## src/rtl/cfg_chain_loader.sv

```systemverilog
// cfg_chain_loader
//   Master side of the fabric configuration shift chain. Accepts the
//   bitstream as bytes on a valid/ready handshake and shifts it MSB-first
//   into the chain head as exactly CHAIN_LEN prog_clk pulses. Unused
//   low-order bits of the last byte are dropped without pulses.
//
//   Optional feature (macro CFG_LOADER_VERIFY_EN): a CRC-16-CCITT is kept
//   over every loaded bit. A second pass of CHAIN_LEN pulses then
//   recirculates prog_out into prog_in, which leaves the chain contents
//   unchanged, and a second CRC is kept over prog_out. Differing CRCs set
//   error. Without the macro there are no verify states and error is 0.
//
// Ports
//   clk        system clock, rising edge
//   rst        synchronous active-high reset
//   start      one-cycle pulse, begins a load when idle
//   cfg_data   bitstream byte
//   cfg_valid  cfg_data valid
//   cfg_ready  byte accepted this cycle (FETCH only)
//   prog_clk   configuration shift clock
//   prog_en    chain shift enable
//   prog_in    serial bit to the chain head
//   prog_out   serial bit from the chain tail
//   busy       load (or verify) in progress
//   done       sticky completion flag
//   error      verify mismatch
//
// state     | meaning
// IDLE      | waiting for start
// FETCH     | cfg_ready high, waiting for the next byte
// SHIFT_LO  | prog_in driven, prog_clk low for CLK_DIV cycles
// SHIFT_HI  | prog_clk high for CLK_DIV cycles, chain samples on the rise
// VERIFY_LO | recirculation pass, prog_clk low (verify build)
// VERIFY_HI | recirculation pass, prog_clk high (verify build)
// CHECK     | compare load CRC against readback CRC (verify build)
// DONE      | drop prog_en and busy, raise done, back to IDLE
module cfg_chain_loader #(
   parameter int CHAIN_LEN = 80,
   parameter int CLK_DIV   = 2,
   parameter int CNT_W     = 16
) (
   input  logic       clk,
   input  logic       rst,
   input  logic       start,
   input  logic [7:0] cfg_data,
   input  logic       cfg_valid,
   output logic       cfg_ready,
   output logic       prog_clk,
   output logic       prog_en,
   output logic       prog_in,
   input  logic       prog_out,
   output logic       busy,
   output logic       done,
   output logic       error
);

   localparam int DIV_W = (CLK_DIV > 1) ? $clog2(CLK_DIV) : 1;
   localparam logic [DIV_W-1:0] DIV_INIT = DIV_W'(CLK_DIV - 1);
   localparam logic [CNT_W-1:0] LAST_BIT = CNT_W'(CHAIN_LEN - 1);

`ifdef CFG_LOADER_VERIFY_EN
   typedef enum logic [2:0] {
      IDLE, FETCH, SHIFT_LO, SHIFT_HI, DONE, VERIFY_LO, VERIFY_HI, CHECK
   } state_t;
`else
   typedef enum logic [2:0] {
      IDLE, FETCH, SHIFT_LO, SHIFT_HI, DONE
   } state_t;
`endif

   state_t           state;
   logic [7:0]       shift_reg;
   logic [2:0]       bit_idx;
   logic [2:0]       nxt_idx;
   logic [CNT_W-1:0] bit_cnt;
   logic [DIV_W-1:0] div_cnt;

   assign nxt_idx = bit_idx - 3'd1;

`ifdef CFG_LOADER_VERIFY_EN
   logic [15:0] crc_in;
   logic [15:0] crc_out;
   logic        error_r;

   // CRC-16-CCITT, one bit per step, polynomial 0x1021
   function automatic logic [15:0] crc_step(input logic [15:0] c, input logic b);
      return {c[14:0], 1'b0} ^ ((c[15] ^ b) ? 16'h1021 : 16'h0000);
   endfunction

   assign error = error_r;
`else
   wire unused_prog_out = prog_out;
   assign error = 1'b0;
`endif

   always_ff @(posedge clk) begin
      if (rst) begin
         state     <= IDLE;
         shift_reg <= '0;
         bit_idx   <= '0;
         bit_cnt   <= '0;
         div_cnt   <= '0;
         cfg_ready <= 1'b0;
         prog_clk  <= 1'b0;
         prog_en   <= 1'b0;
         prog_in   <= 1'b0;
         busy      <= 1'b0;
         done      <= 1'b0;
`ifdef CFG_LOADER_VERIFY_EN
         crc_in    <= 16'hFFFF;
         crc_out   <= 16'hFFFF;
         error_r   <= 1'b0;
`endif
      end else begin
         case (state)
            IDLE: begin
               if (start) begin
                  state     <= FETCH;
                  cfg_ready <= 1'b1;
                  busy      <= 1'b1;
                  prog_en   <= 1'b1;
                  done      <= 1'b0;
                  bit_cnt   <= '0;
`ifdef CFG_LOADER_VERIFY_EN
                  error_r   <= 1'b0;
                  crc_in    <= 16'hFFFF;
                  crc_out   <= 16'hFFFF;
`endif
               end
            end
            FETCH: begin
               if (cfg_valid) begin
                  shift_reg <= cfg_data;
                  bit_idx   <= 3'd7;
                  prog_in   <= cfg_data[7];
                  cfg_ready <= 1'b0;
                  div_cnt   <= DIV_INIT;
                  state     <= SHIFT_LO;
`ifdef CFG_LOADER_VERIFY_EN
                  crc_in    <= crc_step(crc_in, cfg_data[7]);
`endif
               end
            end
            SHIFT_LO: begin
               if (div_cnt == '0) begin
                  prog_clk <= 1'b1;
                  div_cnt  <= DIV_INIT;
                  state    <= SHIFT_HI;
               end else begin
                  div_cnt <= div_cnt - 1'b1;
               end
            end
            SHIFT_HI: begin
               if (div_cnt == '0) begin
                  prog_clk <= 1'b0;
                  div_cnt  <= DIV_INIT;
                  if (bit_cnt == LAST_BIT) begin
`ifdef CFG_LOADER_VERIFY_EN
                     // bit_cnt is reused to count the recirculation pulses
                     bit_cnt <= '0;
                     prog_in <= prog_out;
                     crc_out <= crc_step(crc_out, prog_out);
                     state   <= VERIFY_LO;
`else
                     bit_cnt <= bit_cnt + 1'b1;
                     state   <= DONE;
`endif
                  end else begin
                     bit_cnt <= bit_cnt + 1'b1;
                     if (bit_idx == 3'd0) begin
                        cfg_ready <= 1'b1;
                        state     <= FETCH;
                     end else begin
                        bit_idx <= nxt_idx;
                        prog_in <= shift_reg[nxt_idx];
                        state   <= SHIFT_LO;
`ifdef CFG_LOADER_VERIFY_EN
                        crc_in  <= crc_step(crc_in, shift_reg[nxt_idx]);
`endif
                     end
                  end
               end else begin
                  div_cnt <= div_cnt - 1'b1;
               end
            end
`ifdef CFG_LOADER_VERIFY_EN
            VERIFY_LO: begin
               if (div_cnt == '0) begin
                  prog_clk <= 1'b1;
                  div_cnt  <= DIV_INIT;
                  state    <= VERIFY_HI;
               end else begin
                  div_cnt <= div_cnt - 1'b1;
               end
            end
            VERIFY_HI: begin
               if (div_cnt == '0) begin
                  prog_clk <= 1'b0;
                  div_cnt  <= DIV_INIT;
                  if (bit_cnt == LAST_BIT) begin
                     state <= CHECK;
                  end else begin
                     bit_cnt <= bit_cnt + 1'b1;
                     prog_in <= prog_out;
                     crc_out <= crc_step(crc_out, prog_out);
                     state   <= VERIFY_LO;
                  end
               end else begin
                  div_cnt <= div_cnt - 1'b1;
               end
            end
            CHECK: begin
               error_r <= (crc_in != crc_out);
               state   <= DONE;
            end
`endif
            DONE: begin
               prog_en  <= 1'b0;
               prog_clk <= 1'b0;
               busy     <= 1'b0;
               done     <= 1'b1;
               state    <= IDLE;
            end
            default: state <= IDLE;
         endcase
      end
   end

endmodule
```

## config.mk

```make
export PLATFORM = sky130hd
export DESIGN_NAME = cfg_chain_loader
export DESIGN_NICKNAME = d
export VERILOG_FILES = /design/src/rtl/cfg_chain_loader.sv
export SDC_FILE = /design/constraint.sdc
export NUM_CORES = 1
export LEC_CHECK = 0
export CAP_MARGIN = 20
export CORE_ASPECT_RATIO = 0.9
export CORE_UTILIZATION = 30
export DETAILED_ROUTE_END_ITERATION = 16
export PLACE_DENSITY = 0.56
export SYNTH_ARGS = -nofsm -noshare
export SYNTH_HDL_FRONTEND = slang
export SYNTH_SLANG_ARGS = --single-unit
```

## constraint.sdc

```tcl
create_clock -name clk -period 2.4 [get_ports clk]
set_input_delay 0.36 -clock clk [delete_from_list [all_inputs] [get_ports clk]]
set_output_delay 0.36 -clock clk [all_outputs]
set_load 0.01 [all_outputs]
```

==> results.toml <==
[status]
status = "complete, but fails checks"
violations = "DRC"

[critical_path]
cp_slowest_stage_delay_ns = 0.53
r2r.worst_path.cells = 5
timing.critical_path.fanout_max = 10
cp_num_buf_inv = 2
critPathArrivalTime_ns = 2.11
crit_type = "input port to register"
critPathCaptureType = "register"
cp_num_cells = 6
startpoint_type = "input port"
crit_required_ns = 2.61
cpLargestDelayFamily = "buffers and inverters"
cp_slowest_cell = "clkdlybuf4s50_1"
worstPathCellList = "clkdlybuf4s50_1 -> nor3b_4 -> o2111ai_2 -> buf_4 -> or3_1 -> a21oi_1"

[routing]
avgRoutedWirePerCell_microns = 12.7
drc = 4
drtIter0Drc = 88
num_vias = 1532
wl_microns = 3770
drtAntennaViolNets = 0
drtPass1Iterations = 10
via_per_inst = 5.14

[clock_tree]
cts_hold_buf = 0
cts_buffers = 5
htreeDepth = 2
clock-sinks = 36
clk_path_buf_depth = 2
post-cts-setup-buffers = 0
cts_tree = "done"
cts_root_buf = "clkbuf_8"
ctsResizeCount = 0
clk_latency_ns = 0.29
path_clk_slew_ns = 0.07

[power_and_ir_drop]
power_density_nw_per_um2 = 580
p_leak_nw = 0.708
irDropWorstVdd_mv = 0.162

[synth]
synth_area_sq_um = 1820
ys_types = 47
syn_nets = 227
syn-mean-instance-area_sq_um = 8.63
yosysSeqAreaShare_pct = 39.6
async_flop_share_pct = 0
synth_edf_count = 0
ys_ff_latch = 36
synth-warning-count = 0
synthFlopType = "dfxtp_1"
synth_cells = 211

[timing]
worst_pin_slew_ns = 0.522
finalCritPeriodShare_pct = 79.1
max_slew_margin_pct = 65.1
slew_viol_final = 0
max_clock_freq_ghz = 0.527
setup_ws_ns = 0.502
period_minus_slack_ns = 1.90
finClkSkew_ns = 0.0109
setup_viol = 0
final_hold_viol_count = 0
setup_tns_ns = 0
rsz0062_at_grt = "no"

[hold_path]
hold_path.class = "register to register"
hold_depth = 2

[floorplan]
rows = 26
io_pins = 20
dieArea_sq_um = 6380
chipWidth_microns = 84.1
start_util_pct = 31.6
die_y_microns = 75.9
core_area_sq_um = 5760

[global_route]
antenna_found_initial = 0
grt_pass1_wl_microns = 6840
grt_usage_pct = 13.0
grt_pass1_vias = 1476
grt-ovfl-total = 0
grt_max_degree = 23

[finish]
final_cell_mix = "dfxtp_1, a21oi_1, nand2_1, clkdlybuf4s50_1, nor2_1"
regArea_sq_um = 721
nNetsFinal = 244
final_common_cell = "dfxtp_1"
multiInputGateArea_sq_um = 1010
drive_gt1_share_pct = 8.33
antenna_cells = 0
area_delta_synth_final_pct = 16.8
nFillCells = 593
largest_register_ffs = 16

[place]
dp_slack_ns = 0.233
place.gp.congestion = 0.711
io_buffers = 17
hpwl_microns = 2630

[flow_run]
maxCapViolations = 0
[worst register-to-register path: stages (launching register included)]
cell and delay [ns]:
dfxtp_1 0.65, and3b_2 0.34, o2111ai_2 0.12, buf_4 0.20
or3_1 0.35, a21oi_1 0.14
[cell families (layout without fill, tap and decap cells)]
kind of cell    Yosys count  count (layout)  synth area share, %
buf+inv                  20              37                 5.09
fa+ha+maj                 3               3                 2.06
flops                    36              36                 39.6
compound gates           54              54                 19.5
xor+xnor                  6               6                 2.89
simple gates             84              84                 25.4
mux                       7               7                 5.22
other cells               1               1                0.206
[worst paths after layout]
kind         slack [ns]          from      endpoint
max                0.50         start    bit_cnt[7]
min                0.45  shift_reg[0]  shift_reg[0]
max reg2reg        0.53      state[0]    bit_cnt[7]
min reg2reg        0.45  shift_reg[0]  shift_reg[0]
[layout make-up]
cell class                      instances  share of cell area (%)
Tap cell                               70                    4.12
Sequential cell                        36                    33.9
Inverter                                9                    1.59
Clock inverter                          1                   0.235
Multi-Input combinational cell        155                    47.4
Clock buffer                            6                    3.41
Timing Repair Buffer                   21                    9.41
[synth_stat cells, drive strengths merged (2+ instances only)]
master   number  area share, %
nor3          4            1.1
and3          3            1.0
nor2b         3            1.0
o21ai        11            3.0
or3           9            3.1
nand2b        5            1.7
dfxtp        36             40
o211ai        4            1.9
mux4          2            2.5
a221oi        3            1.8
inv           9            1.9
clkbuf        6            1.2
buf           5            2.0
mux2i         5            2.7
o2111ai       2            1.6
nand4         3            1.0
nand2        19            3.9
xnor2         4            1.9
a21oi        23            6.3
nor4          4            1.4
and4          4            1.9
ha            3            2.1
nand3         7            1.9
a211oi        4            1.6
nor2         15            3.1
xor2          2           0.96
and3b         2            1.0
[layer usage]
layer | GRT usage, % | part of all wire (%)
met5 | 0 | 0
met4 | 5.17 | 1.5
met3 | 3.16 | 2.4
met2 | 18.9 | 43
met1 | 18.4 | 53
[per-stage QoR]
stage                     area [sq um]  power [mW]  util [%]  hold slack, ns  cells
after global placement            2050       0.843      35.6           0.443    291
after global routing              2130        1.30      36.9           0.483    298
after detailed placement          2050       0.844      35.6           0.447    291
final                             2130        1.23      36.9           0.453    298
after CTS                         2130        1.25      36.9           0.457    298
after floorplan                   1820       0.783         -           0.433    211
[report_power, final]
part / internal, mW / leakage (nW) / total (mW) / switching (mW)
Combinational: 0.0920 / 0.375 / 0.180 / 0.0875
Sequential: 0.621 / 0.292 / 0.649 / 0.0277
Clock: 0.197 / 0.0410 / 0.404 / 0.207
Total: 0.910 / 0.708 / 1.23 / 0.322
Power figures use the tool's default switching activity.
